$ cat src/rtl/alimentador_anillo.sv
`default_nettype none
// ============================================================================
//  Module      : alimentador_anillo
//  Description : Feeder for a 4-lane systolic ring. Holds a 4x4 coefficient
//                store, streams four diagonally skewed steps onto the lanes,
//                waits LAT cycles for the ring, then captures the results.
//                Optional macro ALIMENTADOR_ZEROPAD_EN: lanes read 0 whenever
//                a_valid is low (otherwise they hold the last fed step).
//  Revision    : 1.0 - initial release
// ============================================================================
module alimentador_anillo #(
    parameter int WIDTH = 16,
    parameter int LAT   = 4
) (
    input  logic             clk,
    input  logic             reset,
    input  logic             wr_en,
    input  logic [3:0]       wr_addr,
    input  logic [WIDTH-1:0] wr_data,
    input  logic             start,
    output logic [WIDTH-1:0] a1,
    output logic [WIDTH-1:0] a2,
    output logic [WIDTH-1:0] a3,
    output logic [WIDTH-1:0] a4,
    output logic             a_valid,
    input  logic [WIDTH-1:0] y1,
    input  logic [WIDTH-1:0] y2,
    input  logic [WIDTH-1:0] y3,
    input  logic [WIDTH-1:0] y4,
    output logic [WIDTH-1:0] r1,
    output logic [WIDTH-1:0] r2,
    output logic [WIDTH-1:0] r3,
    output logic [WIDTH-1:0] r4,
    output logic             busy,
    output logic             done
);

    typedef enum logic [1:0] {
        IDLE = 2'd0,
        FEED = 2'd1,
        WAIT = 2'd2,
        DONE = 2'd3
    } state_t;

    // Last value of the wait counter before the ring results are valid
    localparam logic [3:0] C_WAIT_LAST = 4'(LAT - 1);

    state_t           state_q, state_d;
    logic [1:0]       k_q, k_d;
    logic [3:0]       wcnt_q, wcnt_d;
    logic [WIDTH-1:0] coef_q [16];
    logic [WIDTH-1:0] coef_d [16];
    logic [WIDTH-1:0] a_q [4];
    logic [WIDTH-1:0] a_d [4];
    logic [WIDTH-1:0] r_q [4];
    logic [WIDTH-1:0] r_d [4];
    logic             a_valid_q, a_valid_d;
    logic             busy_q, busy_d;
    logic             done_q, done_d;
    logic [1:0]       k_sel;
    logic             load_step;

    // Next-state, store update and lane selection for the feed sequencer
    always_comb begin
        state_d   = state_q;
        k_d       = k_q;
        wcnt_d    = wcnt_q;
        coef_d    = coef_q;
        a_d       = a_q;
        r_d       = r_q;
        a_valid_d = a_valid_q;
        busy_d    = busy_q;
        done_d    = 1'b0;
        k_sel     = 2'd0;
        load_step = 1'b0;

        // The store is only writable while idle; step 0 reads through coef_d
        // so a write on the start edge is already visible on the lanes.
        if (state_q == IDLE && wr_en) begin
            coef_d[wr_addr] = wr_data;
        end

        case (state_q)
            IDLE: begin
                if (start) begin
                    state_d   = FEED;
                    k_d       = 2'd0;
                    k_sel     = 2'd0;
                    load_step = 1'b1;
                    a_valid_d = 1'b1;
                    busy_d    = 1'b1;
                end
            end
            FEED: begin
                if (k_q == 2'd3) begin
                    state_d   = WAIT;
                    wcnt_d    = 4'd0;
                    a_valid_d = 1'b0;
`ifdef ALIMENTADOR_ZEROPAD_EN
                    a_d       = '{default: '0};
`endif
                end else begin
                    k_d       = k_q + 2'd1;
                    k_sel     = k_q + 2'd1;
                    load_step = 1'b1;
                end
            end
            WAIT: begin
                if (wcnt_q == C_WAIT_LAST) begin
                    state_d = DONE;
                    done_d  = 1'b1;
                    r_d[0]  = y1;
                    r_d[1]  = y2;
                    r_d[2]  = y3;
                    r_d[3]  = y4;
                end else begin
                    wcnt_d = wcnt_q + 4'd1;
                end
            end
            DONE: begin
                state_d = IDLE;
                busy_d  = 1'b0;
                k_d     = 2'd0;
            end
            default: begin
                state_d = IDLE;
            end
        endcase

        // Lane i takes row i, column (k+i) mod 4: the diagonal skew of the ring
        if (load_step) begin
            for (int i = 0; i < 4; i++) begin
                a_d[i] = coef_d[{2'(i), k_sel + 2'(i)}];
            end
        end
    end

    // State and output registers, cleared asynchronously by reset low
    always_ff @(posedge clk or negedge reset) begin
        if (!reset) begin
            state_q   <= IDLE;
            k_q       <= 2'd0;
            wcnt_q    <= 4'd0;
            coef_q    <= '{default: '0};
            a_q       <= '{default: '0};
            r_q       <= '{default: '0};
            a_valid_q <= 1'b0;
            busy_q    <= 1'b0;
            done_q    <= 1'b0;
        end else begin
            state_q   <= state_d;
            k_q       <= k_d;
            wcnt_q    <= wcnt_d;
            coef_q    <= coef_d;
            a_q       <= a_d;
            r_q       <= r_d;
            a_valid_q <= a_valid_d;
            busy_q    <= busy_d;
            done_q    <= done_d;
        end
    end

    assign a1      = a_q[0];
    assign a2      = a_q[1];
    assign a3      = a_q[2];
    assign a4      = a_q[3];
    assign r1      = r_q[0];
    assign r2      = r_q[1];
    assign r3      = r_q[2];
    assign r4      = r_q[3];
    assign a_valid = a_valid_q;
    assign busy    = busy_q;
    assign done    = done_q;

endmodule
`default_nettype wire

$ cat config.mk
export PLATFORM = sky130hd
export DESIGN_NAME = alimentador_anillo
export DESIGN_NICKNAME = d
export VERILOG_FILES = /design/src/rtl/alimentador_anillo.sv
export SDC_FILE = /design/constraint.sdc
export NUM_CORES = 1
export LEC_CHECK = 0
export BUFFER_PORTS_ARGS = -buffer_cell sky130_fd_sc_hd__buf_2
export CAP_MARGIN = 20
export CORE_MARGIN = 2
export CORE_UTILIZATION = 30
export CTS_BUF_LIST = sky130_fd_sc_hd__clkbuf_4 sky130_fd_sc_hd__clkbuf_8 sky130_fd_sc_hd__clkbuf_16
export DETAILED_ROUTE_END_ITERATION = 8
export GPL_TIMING_DRIVEN = 0
export SYNTH_ARGS = -nofsm -noshare
export SYNTH_HDL_FRONTEND = slang
export SYNTH_SLANG_ARGS = --single-unit
$ cat constraint.sdc
create_clock -name clk -period 2.15 [get_ports clk]
set_input_delay 0.43 -clock clk [delete_from_list [all_inputs] [get_ports clk]]
set_output_delay 0.43 -clock clk [all_outputs]
set_load 0.02 [all_outputs]
## After elaboration in Yosys (flattened, before gate mapping)

Index checks and enable logic that the tools add are counted.
Widths: inputs -> output; s select.

- Flip-flop bits (word level): 395
- Latch bits: 0
- Bits in writable memories: 0
- ROM bits: 0
- Input port bits: 88
- Output and inout port bits: 131
- Word-level logic and storage cells: 106
- Memories: 0

- $add $sub $neg: 5
- Multipliers: 0
- Div/mod/pow operators: 0
- Magnitude comparators: 6
- Eq/ne operators: 10
- Shift operators: 0
- Mux-type cells: 37
- Bitwise operators: 5
- Reductions and logical operators: 13

Operator list:

| cell | number |
|---|---|
| $bmux 16 s4 | 4 |
| $bwmux 256 | 1 |
| $mux 256 | 1 |
| $mux 16 | 9 |
| $demux 16 s4 | 1 |
| $ge 5x5->1 const B | 5 |
| $not 4->5 | 3 |
| $mux 2 | 7 |
| $reduce_and 3->1 | 4 |
| $ne 2x2->1 const B | 5 |
| $mux 4 | 2 |
| $pmux 2 s4 | 1 |
| $pmux 4 s2 | 1 |
| $eq 2x2->1 const B | 3 |
| $mux 1 | 6 |
| $pmux 1 s2 | 3 |
| $pmux 2 s3 | 1 |
| $reduce_bool 2->1 | 3 |
| $lt 5x1->1 const B | 1 |
| $not 2->5 | 1 |
| $not 3->5 | 1 |
| $add 2x1->2 const B | 2 |
| $add 2x2->2 const B | 2 |
| $add 4x1->4 const B | 1 |
| 6 further kinds | 8 |

## Depth between registers and ports, before layout

Gate-level depths: netlist (run 1).

- Word-level depth: 10
- Depth in mapped cells: 10
- Mapped depth without buffers: 7

## Worst setup path before layout (run 1)

No wires, ideal clock.

- Kind: reg-to-reg
- Start: register state_q[0]
- End: register a_q (netlist bit a3[15])
- Arrival: 2.073 ns
- Setup slack: -0.065 ns
- Cell stages (with the launch flop): 11
- Buffers on the path: 3
- Period minus slack after synthesis: 2.215 ns
- Cell sequence: dfrtp_1 -> inv_1 -> ha_1 -> buf_6 -> nand4b_2 -> or3_1 -> buf_6 -> buf_6 -> mux2_4 -> a22oi_2 -> a31oi_1

RTL lines:

| element | RTL line | text |
|---|---|---|
| start, declared | 48 | `state_t state_q, state_d;` |
| start signal, assigned | 151 | `state_q <= state_d;` |
| end signal, assigned | 145 | `a_q <= '{default: '0};` |
| end signal, assigned | 155 | `a_q <= a_d;` |
| end, declared | 53 | `logic [WIDTH-1:0] a_q [4];` |

==> reports/qor.txt, run 1 <==
r2r endpoint = a3[7]
Die ar. = 56,600 sq um
clock skew = 0.0173 ns
Syn Std Cell Area = 16,400 sq um
P per Cell Area = 1510 nW/um^2
DRT antenna net count = 0
Die W = 238 um
final core occ = 0.404
drt pass-1 iters = 5
reg2reg start = state_q[1]
clk slew on worst S/H paths = 0.06 ns
Synth Warn # = 0
min cycle time layout = 2.29 ns
unique cell type count in the Yosys netlist = 43
syn_nets = 1,251
Post-synth EDFFs = 0
total length of routed wires = 51.2 mm
DPL Wire Length = 33.1 mm
Leak = 10.1 nW
gpl congestion = 0.787
WHS = 0.108 ns
Hold WC Path Type = in2reg
endpoints failing setup = 63
initial antenna violation count = 0
CP Class = reg2reg
Area Overhead vs Synth = 32.6%
Worst-Skew Late Latency = 0.57 ns
Critical Path AT = 2.71 ns
setup ws final = -0.143 ns
unrepaired setup endpoints after global routing = true
Sink Count = 395
status = complete, but fails checks
grt total ovfl = 0
DR iter-0 viols = 677
fill count = 4,991
CTS tree = built
Max clock buf depth = 3
Residual DRC = 0
Worst Tran Pin Value = 0.824 ns
clock root cell = clkbuf_16
r2r setup slk = -0.14 ns
Hold Path Sink = r3[5]
Seq cells post-synth = 395
vias in the first global route = 11,500
Rows = 85
proportion of layout cells with a drive suffix above 1 = 0.584
failing checks = negative setup slack
CP required = 2.56 ns
Final Cycle Share = 1.07
Mean Syn Cell Area = 14.2 sq um
main flop type after synthesis = dfrtp_1
Hold Crit Depth = 2
GRT Total Usage = 0.174
Core ar. = 53,900 sq um
synthesized instance count = 1,157
maximum clock frequency = 0.436 GHz
startpoint types = register
relative slew slack = 0.450
via count = 11,300
I/O pin count = 219
Starting Density = 0.304
largest net degree at the start of global routing = 127
Layout Nets = 1,579
CTS buffer count = 42
aggregate negative setup slack = -5.17 ns
worst vdd ir = 0.865 mV
Final Hold Vio Count = 0
via/cell ratio = 5.09
CP max FO = 5
Async SR Flop Fraction = 1.00
max_cap viols = 0
Crit. End Element = register
port bufs = 216
Die Ht = 238 um
Max Slew Vio Count = 0
worst r2r path cells = 9
H-tree depth = 2
global-route wire length before repair = 73.6 mm
ANT cells = 0
sequential share of the synthesized area = 0.602
WL per Instance = 23.1 um
source of the worst hold timing path = y3[5]
-- through the flow --
stage	power, W	area [sq um]	cells	setup slack (ns)
2_1_floorplan	0.0196	16400	1157	-0.0440
3_3_place_gp	0.0234	18400	2069	-6.95
3_5_place_dp	0.0238	18500	2073	-1.19
4_1_cts	0.0319	20700	2180	-0.185
5_1_grt	0.0346	21800	2213	-0.227
6_report	0.0328	21800	2213	-0.143
-- state kept, by name, indices dropped and copies added (netlist names) --
register  cells
a_valid       1
state_q       2
r4           16
done          1
a1           16
r1           16
coef_q      256
a2           16
wcnt_q        4
r3           16
a3           16
r2           16
a4           16
busy          1
k_q           2
-- final cells by class --
| class | count | area [sq um] | area share |
|---|---|---|---|
| Sequential cell | 395 | 9890 | 0.454 |
| Inverter | 6 | 22.5 | 0.00103 |
| Clock buffer | 66 | 1320 | 0.0608 |
| Buffer | 85 | 691 | 0.0317 |
| Multi-Input combinational cell | 666 | 6820 | 0.313 |
| Tap cell | 696 | 871 | 0.0400 |
| Clock inverter | 10 | 130 | 0.00598 |
| Timing Repair Buffer | 289 | 2020 | 0.0927 |
-- critical path, stage by stage, from the launching register on --
cell and delay (ns):
dfrtp_1 0.40, inv_2 0.10, ha_4 0.14, buf_6 0.13
nand4b_4 0.12, or3_4 0.46, buf_16 0.18, mux2_4 0.31
a22oi_2 0.19, a31oi_1 0.10
-- logic make-up (layout without fill, tap and decap cells) --
| group | Yosys count | in the layout | synth area share |
|---|---|---|---|
| mux | 323 | 323 | 0.228 |
| flops | 395 | 395 | 0.602 |
| buf+inv | 96 | 456 | 0.0274 |
| simple gates | 121 | 121 | 0.0356 |
| compound gates | 216 | 216 | 0.102 |
| fa+ha+maj | 6 | 6 | 0.00457 |
-- what timing repair did --
| item | in CTS | in global routing |
|---|---|---|
| endpoints found under the setup margin | 233 | 238 |
| pin swaps | 39 | 49 |
| setup buffers | 29 | 30 |
| cloned | 3 | 6 |
| resized for setup | 125 | 188 |
| hold buffers | 1 | 0 |
| endpoints found under the hold margin | 83 | 0 |
-- how the worst max path moves through the flow --
stage                    start  endpoint
global placement         reset    a3[11]
detailed placement  state_q[1]    a2[10]
global route        state_q[1]    a4[15]
finish              state_q[1]     a3[7]
floorplan           state_q[0]    a4[12]
CTS                     k_q[0]    a1[13]
-- cell usage in the layout, fill, tap and decap left out, drive strengths merged --
cell / n
dfrtp: 395
buf: 321
mux2: 320
a22oi: 128
clkbuf: 118
nor2: 78
a31oi: 64
nand2: 19
o21ai: 10
inv: 7
clkinv: 7
ha: 6
or3: 3
a22o: 3
nand2b: 3
a21oi: 3
mux2i: 3
nand4: 3
nor2b: 2
a221o: 2
nand3: 2
nand3b: 2
nand4b: 2
bufinv: 2
nor3b: 1
and2: 1
or3b: 1
a221oi: 1
o32a: 1
a21o: 1
nor4b: 1
nor3: 1
a21boi: 1
a211o: 1
o22a: 1
and4bb: 1
and3: 1
dlygate4sd3: 1
-- power breakdown --
group / leakage (nW) / switching (W) / internal [W]
registers: 5.08 / 0.00129 / 0.0108
logic: 4.25 / 0.00753 / 0.00556
clock network: 0.733 / 0.00306 / 0.00449
-- synthesized netlist by cell type (all sizes together) (3+ instances only) --
library cell	n	area share
or3	3	0.0011
a22oi	128	0.068
a31oi	64	0.024
nand2b	3	0.0011
o21ai	10	0.0030
buf	35	0.013
nor2	78	0.019
a22o	3	0.0016
mux2i	3	0.0018
a21oi	3	0.00091
dfrtp	395	0.60
nand4	3	0.0015
inv	6	0.0014
nand2	19	0.0043
mux2	320	0.23
clkbuf	55	0.013
ha	6	0.0046
-- routing by layer --
layer,vias to the layer above,track usage,wire [um]
met5,-,0,0
met3,67,0.0348,2960
met4,0,0.0528,1060
li1,4905,-,-
met1,5928,0.229,22700
met2,373,0.289,24500
No activity file was read; power rests on OpenSTA's default activity.
==> run 2: changes to the inputs <==
CORE_ASPECT_RATIO = 0.75   (was unset)
SKIP_LAST_GASP = 1   (was unset)
==> reports/qor.txt, run 2 (synthesized netlist as in run 1, its figures left out) <==
vias in the first global route = 12,100
gpl congestion = 0.795
Biggest register = coef_q
GRT Total Usage = 0.181
Final Hold Vio Count = 0
initial antenna violation count = 1
worst r2r path cells = 10
crit-path max cell delay = 0.45 ns
Die W = 274 um
Final Cycle Share = 1.09
CTS buffer count = 43
most frequent cells in the layout = 393 x dfrtp_1, 277 x mux2_2, 221 x buf_2
Hold Crit Depth = 2
r2r endpoint = a3[9]
relative slew slack = 0.424
Hold WC Path Type = in2reg
Hold Path Sink = r3[12]
CP max FO = 5
Leak = 10.1 nW
Cell Count, Final, Fillers Out = 2,251
Worst-Skew Late Latency = 0.58 ns
source of the worst hold timing path = y3[12]
DRT antenna net count = 0
cell mode on critical path = buf_12
max_cap viols = 0
Worst Tran Pin Value = 0.863 ns
CP required = 2.57 ns
min cycle time layout = 2.34 ns
Max Slew Vio Count = 0
Max clock buf depth = 3
proportion of layout cells with a drive suffix above 1 = 0.578
total length of routed wires = 51.9 mm
most common cell after layout, fill and taps aside = dfrtp_1
endpoints failing setup = 50
Crit. End Element = register
Rows = 74
Area Overhead vs Synth = 32.2%
reg2reg start = state_q[0]
Die Ht = 207 um
ANT cells = 0
global-route wire length before repair = 76.6 mm
via/cell ratio = 5.05
port bufs = 216
clock root cell = clkbuf_16
P per Cell Area = 1510 nW/um^2
Residual DRC = 0
worst-path cell chain = inv_2 > ha_4 > buf_6 > nand4b_4 > or3_4 > buf_12 > buf_12 > mux2_4 > a22oi_2 > a31oi_1
failing checks = negative setup slack
Layout Nets = 1,590
Critical Path AT = 2.76 ns
drt pass-1 iters = 5
H-tree depth = 2
CP Class = reg2reg
largest net degree at the start of global routing = 121
worst vdd ir = 0.568 mV
grt total ovfl = 0
I/O pin count = 219
Starting Density = 0.303
Sink Count = 395
unrepaired setup endpoints after global routing = true
status = complete, but fails checks
Core ar. = 54,300 sq um
Crit-path slowest cell = or3_4
Die ar. = 56,600 sq um
Cells after DPL = 2,099
aggregate negative setup slack = -4.62 ns
WL per Instance = 23.0 um
DR iter-0 viols = 634
CTS tree = built
clk slew on worst S/H paths = 0.06 ns
via count = 11,400
CP Launch Point = state_q[0]
setup ws final = -0.186 ns
DPL Wire Length = 33.4 mm
startpoint types = register
r2r setup slk = -0.19 ns
maximum clock frequency = 0.428 GHz
max reg flops = 256
Final Total Pwr = 0.0327 W
clock skew = 0.0205 ns
==> run 2: cell count changes in the layout (fill, tap and decap cells not counted), sizes merged <==
cell      delta
a21o         +1
buf         +12
bufinv       +1
clkbuf       -8
clkinvlp     +2
inv          +4
==> run 2: routing by layer <==
metal	vias up	part of all wire	track usage
met4	0	0.026	0.0627
li1	4922	-	-
met1	6074	0.44	0.247
met2	292	0.47	0.284
met5	-	0	0
met3	84	0.060	0.0404
==> run 2: through the flow <==
stage                     utilization  hold slack [ns]  setup WS, ns  area (sq um)
after global routing            0.400           0.0768        -0.267         21700
final                           0.400           0.0986        -0.186         21700
after floorplan                     -            0.134       -0.0440         16400
after detailed placement        0.341            0.483         -1.08         18500
after global placement          0.340            0.477         -6.99         18400
after CTS                       0.384           0.0630        -0.194         20800
==> run 2: final cells by class <==
type | count | area [sq um]
Inverter | 6 | 22.5
Timing Repair Buffer | 296 | 2080
Clock buffer | 61 | 1290
Tap cell | 722 | 903
Clock inverter | 17 | 188
Sequential cell | 395 | 9890
Fill cell | 5141 | 32600
Multi-Input combinational cell | 667 | 6620
Buffer | 87 | 711
==> run 2: worst max path at each step <==
stage	endpoint	slack, ns	depth (start not counted)
4_1_cts	a4[12]	-0.19	10
2_1_floorplan	a4[12]	-0.04	10
3_5_place_dp	a1[2]	-1.08	8
3_3_place_gp	a3[8]	-6.99	1
5_1_grt	a3[6]	-0.27	10
6_report	a3[9]	-0.19	10
==> run 2: repair_timing <==
| item | CTS | global route |
|---|---|---|
| endpoints found under the setup margin | 243 | 236 |
| pin swaps | 53 | 30 |
| resized for setup | 140 | 127 |
| hold endpoints to repair | 91 | 0 |
| gates cloned | 4 | 7 |
| hold buffers | 1 | 0 |
| buffers inserted | 35 | 32 |
==> run 2: worst max-delay path: cells and delay by family (launching register included) <==
kind | cells | cell delay [ns]
AND/OR/NAND/NOR | 2 | 0.58
flip-flops | 1 | 0.40
adder cells (fa/ha/maj) | 1 | 0.14
AO/OA/AOI/OAI | 2 | 0.27
multiplexers | 1 | 0.31
buffers and inverters | 4 | 0.50
==> run 2: report_power, final <==
group,internal [W],switching [W],leakage (nW)
sequential,0.0108,0.00131,5.08
combinational,0.00543,0.00748,4.28
clock,0.00455,0.00313,0.737
==> run 3: changes to the inputs <==
clock period = 2.6 ns   (was 2.15 ns; I/O delays follow)
==> reports/qor.txt, run 3 (synthesized netlist as in run 1, its figures left out) <==
Hold WC Path Type = in2reg
global-route wire length before repair = 74.7 mm
CP required = 2.99 ns
unrepaired setup endpoints after global routing = true
CTS buffer count = 43
gpl congestion = 0.788
endpoints failing setup = 0
Starting Density = 0.303
Max Slew Vio Count = 0
startpoint types = register
max reg flops = 256
Core ar. = 54,300 sq um
Critical Path AT = 2.86 ns
max_cap viols = 0
GRT Total Usage = 0.177
min cycle time layout = 2.47 ns
setup ws final = 0.132 ns
H-tree depth = 2
worst r2r path cells = 10
drt pass-1 iters = 6
Residual DRC = 0
I/O pin count = 219
CTS tree = built
Crit. End Element = register
Die Ht = 207 um
Worst Tran Pin Value = 0.854 ns
clk slew on worst S/H paths = 0.06 ns
DPL Wire Length = 33.6 mm
grt total ovfl = 0
fill count = 5,278
most frequent cells in the layout = 395 x dfrtp_1, 289 x mux2_2, 234 x buf_2
DR iter-0 viols = 652
status = complete, no violations
WL per Instance = 22.5 um
r2r endpoint = a4[13]
largest net degree at the start of global routing = 124
Sink Count = 395
Worst-Skew Late Latency = 0.58 ns
proportion of layout cells with a drive suffix above 1 = 0.508
Layout Nets = 1,527
port bufs = 216
DRT antenna net count = 0
Max clock buf depth = 3
reg2reg start = state_q[0]
P per Cell Area = 1280 nW/um^2
Biggest register = coef_q
Final Total Pwr = 0.0260 W
Die W = 274 um
total length of routed wires = 49.2 mm
Leak = 9.49 nW
Rows = 74
via/cell ratio = 4.98
CP Class = reg2reg
ANT cells = 0
Place WS = -0.694 ns
Post-Layout Inst Area = 20,200 sq um
clock root cell = clkbuf_16
Final Cycle Share = 0.949
Area Overhead vs Synth = 23.3%
via count = 10,900
Final Hold Vio Count = 0
Hold Crit Depth = 2
maximum clock frequency = 0.405 GHz
source of the worst hold timing path = y4[5]
FF+latch area = 9880 sq um
clock skew = 0.0271 ns
Hold Path Sink = r4[5]
Die ar. = 56,600 sq um
relative slew slack = 0.430
CP max FO = 10
most common cell after layout, fill and taps aside = dfrtp_1
vias in the first global route = 11,900
area post-placement = 18,500 sq um
r2r setup slk = 0.13 ns
worst vdd ir = 0.439 mV
final core occ = 0.373
Multi-input gate area = 6190 sq um
initial antenna violation count = 1
[run 3: timing repair]
action / CTS / global route
resized for setup: 36 / 38
hold buffers: 1 / 0
setup endpoints to repair: 72 / 112
setup buffers: 6 / 6
endpoints found under the hold margin: 40 / 0
pin swaps: 4 / 2
[run 3: worst max path at each step]
stage | from | to | cells after the start | slack (ns)
6_report | state_q[0] | a4[13] | 10 | 0.13
5_1_grt | k_q[0] | a1[5] | 7 | -0.03
4_1_cts | state_q[1] | a4[3] | 9 | 0.002
3_5_place_dp | state_q[1] | a2[14] | 9 | -0.69
3_3_place_gp | reset | a3[8] | 1 | -6.65
2_1_floorplan | state_q[0] | a3[15] | 10 | 0.39
[run 3: report_power, final]
| group | switching, W | leakage, nW | internal [W] |
|---|---|---|---|
| sequential | 0.00105 | 5.08 | 0.00897 |
| clock | 0.00251 | 0.745 | 0.00375 |
| combinational | 0.00576 | 3.67 | 0.00393 |
| total | 0.00932 | 9.49 | 0.0166 |
[run 3: final cells by class]
cell class,instances,area share
sequential,395,0.488
clock inverter,13,0.00661
inverter,6,0.00111
clock buffer,65,0.0659
timing repair buffer,233,0.0641
buffer,88,0.0235
multi-input combinational,666,0.306
tap,722,0.0446
[run 3: routing by layer]
layer	vias up	track usage	routed length, um
met5	-	0	0
met4	0	0.0652	1550
met3	82	0.0421	3040
met2	249	0.278	22600
met1	5764	0.238	22000
li1	4799	-	-
[run 3: critical path: stages, from the launching register on]
cell and delay (ns):
dfrtp_1 0.42, inv_2 0.08, ha_2 0.18, buf_6 0.14
nand4_4 0.15, or3_4 0.37, buf_6 0.15, buf_6 0.17
mux2_4 0.32, a22oi_2 0.20, a31oi_1 0.11
[run 3: per-stage QoR]
step	TNS [ns]	hold slack, ns	cells
4_1_cts	0	0.154	2183
2_1_floorplan	0	0.224	1157
3_3_place_gp	-2630.81	0.478	2095
3_5_place_dp	-27.18	0.442	2099
5_1_grt	-0.0366	0.163	2188
6_report	0	0.188	2188
